<file path="config.mk">
export PLATFORM = sky130hd
export DESIGN_NAME = cdb_arbiter_flat
export DESIGN_NICKNAME = d
export VERILOG_FILES = /design/src/rtl/cdb_arbiter_if.sv /design/src/rtl/cdb_arbiter.sv /design/src/flat_wrapper.sv
export SDC_FILE = /design/constraint.sdc
export NUM_CORES = 1
export LEC_CHECK = 0
export BUFFER_PORTS_ARGS = -buffer_cell sky130_fd_sc_hd__buf_2
export CAP_MARGIN = 40
export CORE_UTILIZATION = 40
export CTS_BUF_LIST = sky130_fd_sc_hd__clkbuf_4
export DETAILED_ROUTE_END_ITERATION = 10
export GPL_TIMING_DRIVEN = 1
export PLACE_DENSITY_LB_ADDON = 0.12
export SETUP_SLACK_MARGIN = 0.2
export SYNTH_ARGS = -nofsm -noshare
export SYNTH_HDL_FRONTEND = slang
export SYNTH_SLANG_ARGS = --single-unit
</file>
<file path="constraint.sdc">
create_clock -name clk -period 2.1 [get_ports clk]
set_clock_uncertainty 0.1 [all_clocks]
set_input_delay 0.105 -clock clk [delete_from_list [all_inputs] [get_ports clk]]
set_output_delay 0.105 -clock clk [all_outputs]
set_load 0.005 [all_outputs]
</file>
<file path="src/rtl/cdb_arbiter_if.sv">
// rtl/cdb_arbiter_if.sv - request/broadcast bundle between execution units and the CDB arbiter
//
// Ports (interface signals):
//   req_valid     per-unit result valid
//   req_entry     per-unit ROB entry, unit i at [i*ENTRY_W +: ENTRY_W]
//   req_data      per-unit result, unit i at [i*DATA_W +: DATA_W]
//   req_ready     one-hot grant back to the units
//   cdb_integer   registered {entry, data} broadcast, zero when idle
//   cdb_grant_id  unit index behind the current broadcast, zero when idle
//   err_bad_entry sticky flag: an entry-0 request was consumed
// Modports: master = execution units side, slave = arbiter side.
interface cdb_arbiter_if #(
   parameter int NUM_REQ = 4,
   parameter int ENTRY_W = 6,
   parameter int DATA_W  = 32
);
   logic [NUM_REQ-1:0]         req_valid;
   logic [NUM_REQ*ENTRY_W-1:0] req_entry;
   logic [NUM_REQ*DATA_W-1:0]  req_data;
   logic [NUM_REQ-1:0]         req_ready;
   logic [ENTRY_W+DATA_W-1:0]  cdb_integer;
   logic [2:0]                 cdb_grant_id;
   logic                       err_bad_entry;

   modport master (
      output req_valid, req_entry, req_data,
      input  req_ready, cdb_integer, cdb_grant_id, err_bad_entry
   );

   modport slave (
      input  req_valid, req_entry, req_data,
      output req_ready, cdb_integer, cdb_grant_id, err_bad_entry
   );
endinterface

</file>
<file path="src/rtl/cdb_arbiter.sv">
// rtl/cdb_arbiter.sv - integer common data bus arbiter feeding the reorder buffer
//
// Grants one of NUM_REQ completed results per cycle and drives a registered
// {entry, data} broadcast one cycle after the handshake. Entry 0 is the idle
// encoding: such a request is consumed but never broadcast, and it raises the
// sticky err_bad_entry flag.
//
// Configuration macro CDB_ARB_RR_EN:
//   defined   - round-robin grant starting at a rotating priority pointer
//   undefined - fixed priority, lowest index wins (no pointer state)
//
// Ports:
//   clk    clock, all state updates on the rising edge
//   reset  synchronous active-high reset (wins over flush)
//   flush  drop all pending results this cycle, clear bus and pointer
//   bus    cdb_arbiter_if.slave: req_valid/req_entry/req_data in,
//          req_ready/cdb_integer/cdb_grant_id/err_bad_entry out
module cdb_arbiter #(
   parameter int NUM_REQ = 4,
   parameter int ENTRY_W = 6,
   parameter int DATA_W  = 32
) (
   input  logic          clk,
   input  logic          reset,
   input  logic          flush,
   cdb_arbiter_if.slave  bus
);
   localparam int BUS_W = ENTRY_W + DATA_W;

   logic [BUS_W-1:0]   cdb_q, cdb_d;
   logic [2:0]         id_q, id_d;
   logic               err_q, err_d;

   logic [2:0]         start;
   logic               hit_hi, hit_any, hit;
   logic [2:0]         idx_hi, idx_any, gnt_idx;
   logic [ENTRY_W-1:0] sel_entry;
   logic [DATA_W-1:0]  sel_data;
   logic [NUM_REQ-1:0] ready;

`ifdef CDB_ARB_RR_EN
   logic [2:0]         ptr_q, ptr_d;
   assign start = ptr_q;
`else
   assign start = 3'd0;
`endif

   always_comb begin
      hit_hi    = 1'b0;
      idx_hi    = 3'd0;
      hit_any   = 1'b0;
      idx_any   = 3'd0;
      sel_entry = '0;
      sel_data  = '0;
      ready     = '0;
      cdb_d     = '0;
      id_d      = 3'd0;
      err_d     = err_q;
`ifdef CDB_ARB_RR_EN
      ptr_d     = ptr_q;
`endif

      // Downward scan leaves the lowest valid index overall in idx_any and
      // the lowest valid index at/above the pointer in idx_hi; preferring
      // idx_hi gives the modulo-NUM_REQ upward search from the pointer.
      for (int i = NUM_REQ - 1; i >= 0; i--) begin
         if (bus.req_valid[i]) begin
            hit_any = 1'b1;
            idx_any = 3'(i);
            if (3'(i) >= start) begin
               hit_hi = 1'b1;
               idx_hi = 3'(i);
            end
         end
      end

      // Reset and flush suppress the grant so nothing is consumed.
      hit     = hit_any && !flush && !reset;
      gnt_idx = hit_hi ? idx_hi : idx_any;

      for (int i = 0; i < NUM_REQ; i++) begin
         if (3'(i) == gnt_idx) begin
            sel_entry = bus.req_entry[i*ENTRY_W +: ENTRY_W];
            sel_data  = bus.req_data[i*DATA_W +: DATA_W];
            ready[i]  = hit;
         end
      end

      if (hit) begin
         if (sel_entry == '0) begin
            err_d = 1'b1;
         end else begin
            cdb_d = {sel_entry, sel_data};
            id_d  = gnt_idx;
         end
`ifdef CDB_ARB_RR_EN
         ptr_d = (gnt_idx == 3'(NUM_REQ - 1)) ? 3'd0 : gnt_idx + 3'd1;
`endif
      end

`ifdef CDB_ARB_RR_EN
      if (flush) begin
         ptr_d = 3'd0;
      end
`endif
   end

   always_ff @(posedge clk) begin
      if (reset) begin
         cdb_q <= '0;
         id_q  <= 3'd0;
         err_q <= 1'b0;
`ifdef CDB_ARB_RR_EN
         ptr_q <= 3'd0;
`endif
      end else begin
         cdb_q <= cdb_d;
         id_q  <= id_d;
         err_q <= err_d;
`ifdef CDB_ARB_RR_EN
         ptr_q <= ptr_d;
`endif
      end
   end

   assign bus.req_ready     = ready;
   assign bus.cdb_integer   = cdb_q;
   assign bus.cdb_grant_id  = id_q;
   assign bus.err_bad_entry = err_q;
endmodule

</file>
<file path="src/flat_wrapper.sv">
// flat-port wrapper written by rule: the top's interface ports become plain ports
module cdb_arbiter_flat 
#(
   parameter int NUM_REQ = 4,
   parameter int ENTRY_W = 6,
   parameter int DATA_W  = 32
)
  (clk, reset, flush, bus_req_valid, bus_req_entry, bus_req_data, bus_req_ready, bus_cdb_integer, bus_cdb_grant_id, bus_err_bad_entry);
  cdb_arbiter_if #(.NUM_REQ(NUM_REQ), .ENTRY_W(ENTRY_W), .DATA_W(DATA_W)) bus_i ();
  input  logic clk;
  input  logic reset;
  input  logic flush;
  input wire logic [$bits(bus_i.req_valid)-1:0] bus_req_valid;
  input wire logic [$bits(bus_i.req_entry)-1:0] bus_req_entry;
  input wire logic [$bits(bus_i.req_data)-1:0] bus_req_data;
  output wire logic [$bits(bus_i.req_ready)-1:0] bus_req_ready;
  output wire logic [$bits(bus_i.cdb_integer)-1:0] bus_cdb_integer;
  output wire logic [$bits(bus_i.cdb_grant_id)-1:0] bus_cdb_grant_id;
  output wire logic [$bits(bus_i.err_bad_entry)-1:0] bus_err_bad_entry;
  assign bus_i.req_valid = bus_req_valid;
  assign bus_i.req_entry = bus_req_entry;
  assign bus_i.req_data = bus_req_data;
  assign bus_req_ready = bus_i.req_ready;
  assign bus_cdb_integer = bus_i.cdb_integer;
  assign bus_cdb_grant_id = bus_i.cdb_grant_id;
  assign bus_err_bad_entry = bus_i.err_bad_entry;
  cdb_arbiter #(.NUM_REQ(NUM_REQ), .ENTRY_W(ENTRY_W), .DATA_W(DATA_W)) u_core (.clk(clk), .reset(reset), .flush(flush), .bus(bus_i));
endmodule
</file>
==> results of run 1 <==
[power by group]
| part | switching, mW | internal, mW |
|---|---|---|
| Sequential | 0.0101 | 0.816 |
| Clock | 0.257 | 0.126 |
| Combinational | 0.289 | 0.358 |
[synth_stat cells]
library cell,n
a211o_1,1
a211oi_1,1
a21o_1,1
a21oi_1,13
a221o_1,28
a22o_1,4
a2bb2oi_1,31
and2_1,1
and3_1,3
buf_4,1
buf_6,7
clkbuf_1,19
clkbuf_8,1
conb_1,1
dfxtp_1,41
inv_1,5
nand2_1,10
nand2_4,1
nand2b_1,5
nand3_1,2
nand4_4,1
nor2_1,11
nor2_2,31
nor2_8,1
nor2b_1,1
nor2b_4,1
nor3_1,6
nor3_2,1
nor4_1,1
o21ai_0,33
o21ba_2,1
o22ai_1,4
o2bb2ai_2,1
o2bb2ai_4,1
o31ai_4,1
or2_1,2
or2b_2,2
[logic make-up (layout without fill, tap and decap cells)]
group / Yosys count / count (layout)
other cells: 1 / 1
buf+inv: 33 / 276
simple gates: 80 / 80
flops: 41 / 41
compound gates: 120 / 120
[layout make-up]
cell class / instances / area share (%)
Tap cell: 75 / 2.32
Clock inverter: 3 / 0.433
Sequential cell: 41 / 20.3
Clock buffer: 5 / 0.927
Inverter: 5 / 0.464
Multi-Input combinational cell: 201 / 35.5
Timing Repair Buffer: 263 / 40.0
[repair_timing]
item / CTS / global route
resized for setup: 0 / 1
setup endpoints to repair: 0 / 1
hold endpoints to repair: 39 / 0
hold buffers: 44 / 0
[path summary, 6_finish.rpt]
kind / end / cells after the start
max: u_core.bus.cdb_grant_id[0] / 7
max reg2reg: u_core.bus.err_bad_entry / 1
min: u_core.bus.cdb_integer[13] / 4
min reg2reg: u_core.bus.err_bad_entry / 1
[placed cells by master (no fill, tap or decap), types with 10 or more instances in the layout]
cell type,instances
buf_2,203
buf_4,13
nand2_1,10
nor2_2,31
a21oi_1,13
o21ai_0,33
dfxtp_1,41
a221o_1,28
nor2_1,11
dlygate4sd3_1,44
a2bb2oi_1,31
[state kept, by name (all words and copies together), names as in the netlist]
| register | cells |
|---|---|
| u_core.bus.cdb_grant_id | 2 |
| u_core.bus.cdb_integer | 38 |
| u_core.bus.err_bad_entry | 1 |
[worst min-delay path: cells and delay by family]
kind	cells	cell delay, ns
compound gates	2	0.19
buf+inv	1	0.07
simple gates	1	0.07
[metrics by stage]
stage / cells / util, % / total power, mW / instance area, µm² / hold slack, ns
3_3_place_gp: 540 / 59.5 / 1.40 / 3520 / 0.230
4_1_cts: 593 / 68.3 / 1.86 / 4040 / 0.00460
6_report: 593 / 68.4 / 1.86 / 4050 / 0.00787
3_5_place_dp: 541 / 59.9 / 1.42 / 3550 / 0.238
2_1_floorplan: 275 / - / 1.16 / 2440 / 0.144
5_1_grt: 593 / 68.4 / 1.97 / 4050 / 0.0120
[layer usage]
layer,up-vias,routed length [µm]
met5,-,0
met4,0,115
met3,12,644
met2,141,4570
met1,1467,3540
li1,1516,-
==> reports/results.tsv, run 1 <==
metric	value	unit
place_hpwl	6500	µm
syn_inst	275	
setup_viol	0	
fillers	522	
syn_nets	434	
vias	3136	
seq_area_frac_synth	33.6	%
slew_violations	0	
synth_area_leaders	dfxtp_1 34%, a221o_1 11%, a2bb2oi_1 11%	
ir_drop	0.000265	V
finalWorstSetupSlack	0.371	ns
vias_per_cell	5.29	
die_y	80.1	µm
met2_usage	51.0	%
cp_max_fo	10	
fin_crit	1.73	ns
crit_path_cell_trace	dlygate4sd3_1 > buf_2 > or2_1 > a22o_1 > o31ai_4 > buf_4 > nor3_1	
gr-max-usage-layer	met2	
synth_area_per_cell	8.88	µm²
ioPinCount	205	
cts_setup_buffers	0	
dr.pass1.iters	4	
ctsHtreeMaxLevel	2	
grt_pass1_vias	3001	
required	2.24	ns
synth_top_cell_area_share	33.6	%
rsz0062_at_grt	no	
finalCritPeriodShare	82.4	%
outcome	completed	
seq_area	821	µm²
dp_slack	0.122	ns
route.detailed.drc	0	
crit_path_end_kind	flip-flop	
core	5920	µm²
critical-path-top-delay-family	buffers and inverters	
synthToLayoutAreaGrowth	65.8	%
cp.buffers_inverters	3	
hp-class	in -> reg	
routedWlPerCell	14.9	µm
overflow	0	
p_leak	2.01	nW
worstSetupStartpoint	bus_req_entry[22]	
synthAdderAreaFrac	0	%
cp_slowest_cell	dlygate4sd3_1	
arrival	1.87	ns
grt_max_degree	32	
clk_latency	0.35	ns
globalRouteTotalUtil	27.7	%
tns	0	ns
rows	28	
max_freq	578	MHz
synth_top_family_by_area	compound AO/OA/AOI/OAI gates	
drt-initial-drc-count	163	
dieArea	6420	µm²
die_w	80.1	µm
clk_path_buf_depth	2	
hold_start	bus_req_data[45]	
initial_core_util	41.3	%
rr_startpoint	u_core.bus.err_bad_entry	
synth-compound-area-share	38.5	%
netlist_area	2440	µm²
synth_warnings	0	
ys_types	37	
diodes	0	
yosysTopAreaCell	dfxtp_1	
synth-xor-area-share	0	%
multi_input_area	1440	µm²
grt_pass1_wl	13700	µm
place_congestion	0.903	
hold_viol_final	0	
max_stage_delay	0.54	ns
cts_num_sinks	41	
port_buffers	203	
met3_usage	5.00	%
nNetsFinal	676	
synth_mux_area_share	0	%
start_kind	input port	
r2r_slack	1.37	ns
clkTransAtPathRegs	0.12	ns
synth-simple-area-share	20.0	%
drt.antenna.violating_nets	0	
met1_usage	31.5	%
grt_antenna_before_repair	0	
path_class	in -> reg	
cts_tree	yes	
drt_wl_total	8860	µm
clockRootBuffer	clkbuf_4	
synth_seq_cells	41	
p_per_area	459	nW/µm²
layout-drive-gt1-share	52.3	%
cts_inserted_buffers	5	
maxCapViolCount	0	
Note: power is estimated with default switching activity, not from simulation.
==> run 2: changes to the inputs <==
- clock period: 2.1 -> 1.8 ns (I/O delays scaled with it)
==> run 2 against run 1 <==
  * The flow now finishes with violations (negative hold slack)
  * Sequential share of layout area is 1.3 points lower
  * Critical path depth up 4
  * Die area unchanged
  * Count of clock-buffer cells in the layout up 1
  * Core utilization increased by 4.7 points
  * Sequential power up 17%
  * Worst setup slack lost 0.090 ns
  * Critical endpoint is now u_core.bus.cdb_integer[28]
==> reports/results.tsv, run 2 (same netlist as run 1, synthesis figures left out) <==
metric	value	unit	change
outcome	finished, violations left		was completed
violations	negative hold slack		
drt-initial-drc-count	171		was 163
slew_violations	0		unchanged
synthToLayoutAreaGrowth	77.2	%	was 65.8%
clk_path_buf_depth	2		unchanged
port_buffers	203		unchanged
cts_tree	yes		unchanged
rows	28		unchanged
placed_cells	557		was 541
finalCritPeriodShare	84.4	%	
cp.buffers_inverters	5		was 3
r2r_slack	1.07	ns	was 1.37 ns
hold_viol_final	1		was 0
max_stage_delay	0.27	ns	was 0.54 ns
place_hpwl	6660	µm	was 6500 µm
grt_pass1_vias	3117		was 3001
die_y	80.1	µm	unchanged
critical-path-top-delay-family	buffers and inverters		unchanged
dieArea	6420	µm²	unchanged
crit_path_cell_trace	buf_2 > buf_12 > nor2_8 > nand2_4 > buf_4 > nor2_1 > o22ai_2 > o31ai_4 > buf_4 > buf_12 > nor3_1		was dlygate4sd3_1 > buf_2 > or2_1 > a22o_1 > o31ai_4 > buf_4 > nor3_1
final_cell_mix	203 x buf_2, 52 x dlygate4sd3_1, 41 x dfxtp_1		was 203 x buf_2, 44 x dlygate4sd3_1, 41 x dfxtp_1
largest_reg_flops	38		unchanged
clkTransAtPathRegs	0.12	ns	about the same
required	1.95	ns	was 2.24 ns
path_class	in -> reg		unchanged
routedWlPerCell	15.7	µm	was 14.9 µm
cts_inserted_buffers	5		unchanged
setup_viol	0		unchanged
cp_max_fo	17		was 10
nNetsFinal	704		was 676
arrival	1.67	ns	was 1.87 ns
grt_antenna_before_repair	0		unchanged
overflow	0		unchanged
grt_pass1_wl	14300	µm	was 13700 µm
ir_drop	0.000397	V	was 0.000265 V
route.detailed.drc	0		unchanged
clockRootBuffer	clkbuf_4		unchanged
grt_max_degree	35		was 32
vias_per_cell	5.25		was 5.29
maxCapViolCount	0		unchanged
cp_slowest_cell	o31ai_4		was dlygate4sd3_1
tns	0	ns	unchanged
clk_latency	0.35	ns	about the same
diodes	0		unchanged
ctsHtreeMaxLevel	2		unchanged
globalRouteTotalUtil	28.9	%	was 27.7%
ioPinCount	205		unchanged
start_kind	input port		unchanged
p_per_area	552	nW/µm²	was 459 nW/µm²
final_cell_count_no_fill	621		was 593
layout-drive-gt1-share	53.5	%	was 52.3%
drt_wl_total	9730	µm	was 8860 µm
hp-class	in -> reg		unchanged
p_leak	2.16	nW	was 2.01 nW
rsz0062_at_grt	no		unchanged
timing.hold.ws	-0.00100	ns	was 0.00787 ns
vias	3259		was 3136
die_w	80.1	µm	unchanged
max_freq	658	MHz	
place_congestion	0.811		was 0.903
p_total	2.39	mW	was 1.86 mW
dr.pass1.iters	4		unchanged
final_common_cell	buf_2		unchanged
drt.antenna.violating_nets	0		unchanged
fin_crit	1.52	ns	
cts_num_sinks	41		unchanged
core	5920	µm²	unchanged
crit_path_end_kind	flip-flop		unchanged
initial_core_util	41.3	%	unchanged
-- run 2: cell count changes in the layout (fill, tap and decap cells not counted), moves of 2 or more --
cell           delta
buf_6             +2
clkinv_2          -2
a2bb2oi_1         -2
buf_4            +18
a2bb2oi_2         +2
dlygate4sd3_1     +8
-- run 2: power by group --
group / switching [mW] / total, mW / internal, mW / leakage, nW
combinational: 0.355 / 0.817 / 0.462 / 1.78
sequential: 0.0112 / 0.964 / 0.953 / 0.336
clock: 0.305 / 0.609 / 0.304 / 0.0433
-- run 2: layout make-up --
| type | instances | area (µm²) |
|---|---|---|
| timing repair buffer | 291 | 1860 |
| tap | 75 | 93.8 |
| inverter | 5 | 18.8 |
| fill | 488 | 1590 |
| clock buffer | 6 | 45.0 |
| multi-input combinational | 201 | 1460 |
| clock inverter | 2 | 33.8 |
| sequential | 41 | 821 |
-- run 2: path summary, 6_finish.rpt --
path,end,startpoint,cells past startpoint
max reg2reg,u_core.bus.err_bad_entry,u_core.bus.err_bad_entry,1
max,u_core.bus.cdb_integer[28],bus_req_valid[0],11
min reg2reg,u_core.bus.err_bad_entry,u_core.bus.err_bad_entry,1
min,u_core.bus.cdb_integer[17],bus_req_data[49],4
-- run 2: stage by stage --
step / cell area [µm²] / worst slack [ns] / util, %
after detailed placement: 3650 / -0.0814 / 61.7
final: 4330 / 0.281 / 73.1
after floorplan: 2460 / 0.123 / -
after global routing: 4330 / 0.204 / 73.1
after CTS: 4250 / 0.290 / 71.8
after global placement: 3650 / -0.0585 / 61.7
-- run 2: what timing repair did --
| action | 4_1_cts | 5_1_grt |
|---|---|---|
| setup endpoints to repair | 0 | 34 |
| setup buffers | 0 | 2 |
| hold endpoints to repair | 36 | 0 |
| hold buffers | 52 | 0 |
| resized for setup | 0 | 4 |
-- run 2: per-layer routing --
metal | wire length, µm | vias to the layer above | global-route usage [%]
met4 | 332 | 0 | 14.5
met3 | 710 | 36 | 5.45
met2 | 4890 | 156 | 50.9
met5 | 0 | - | 0
li1 | - | 1575 | -
met1 | 3800 | 1492 | 33.2
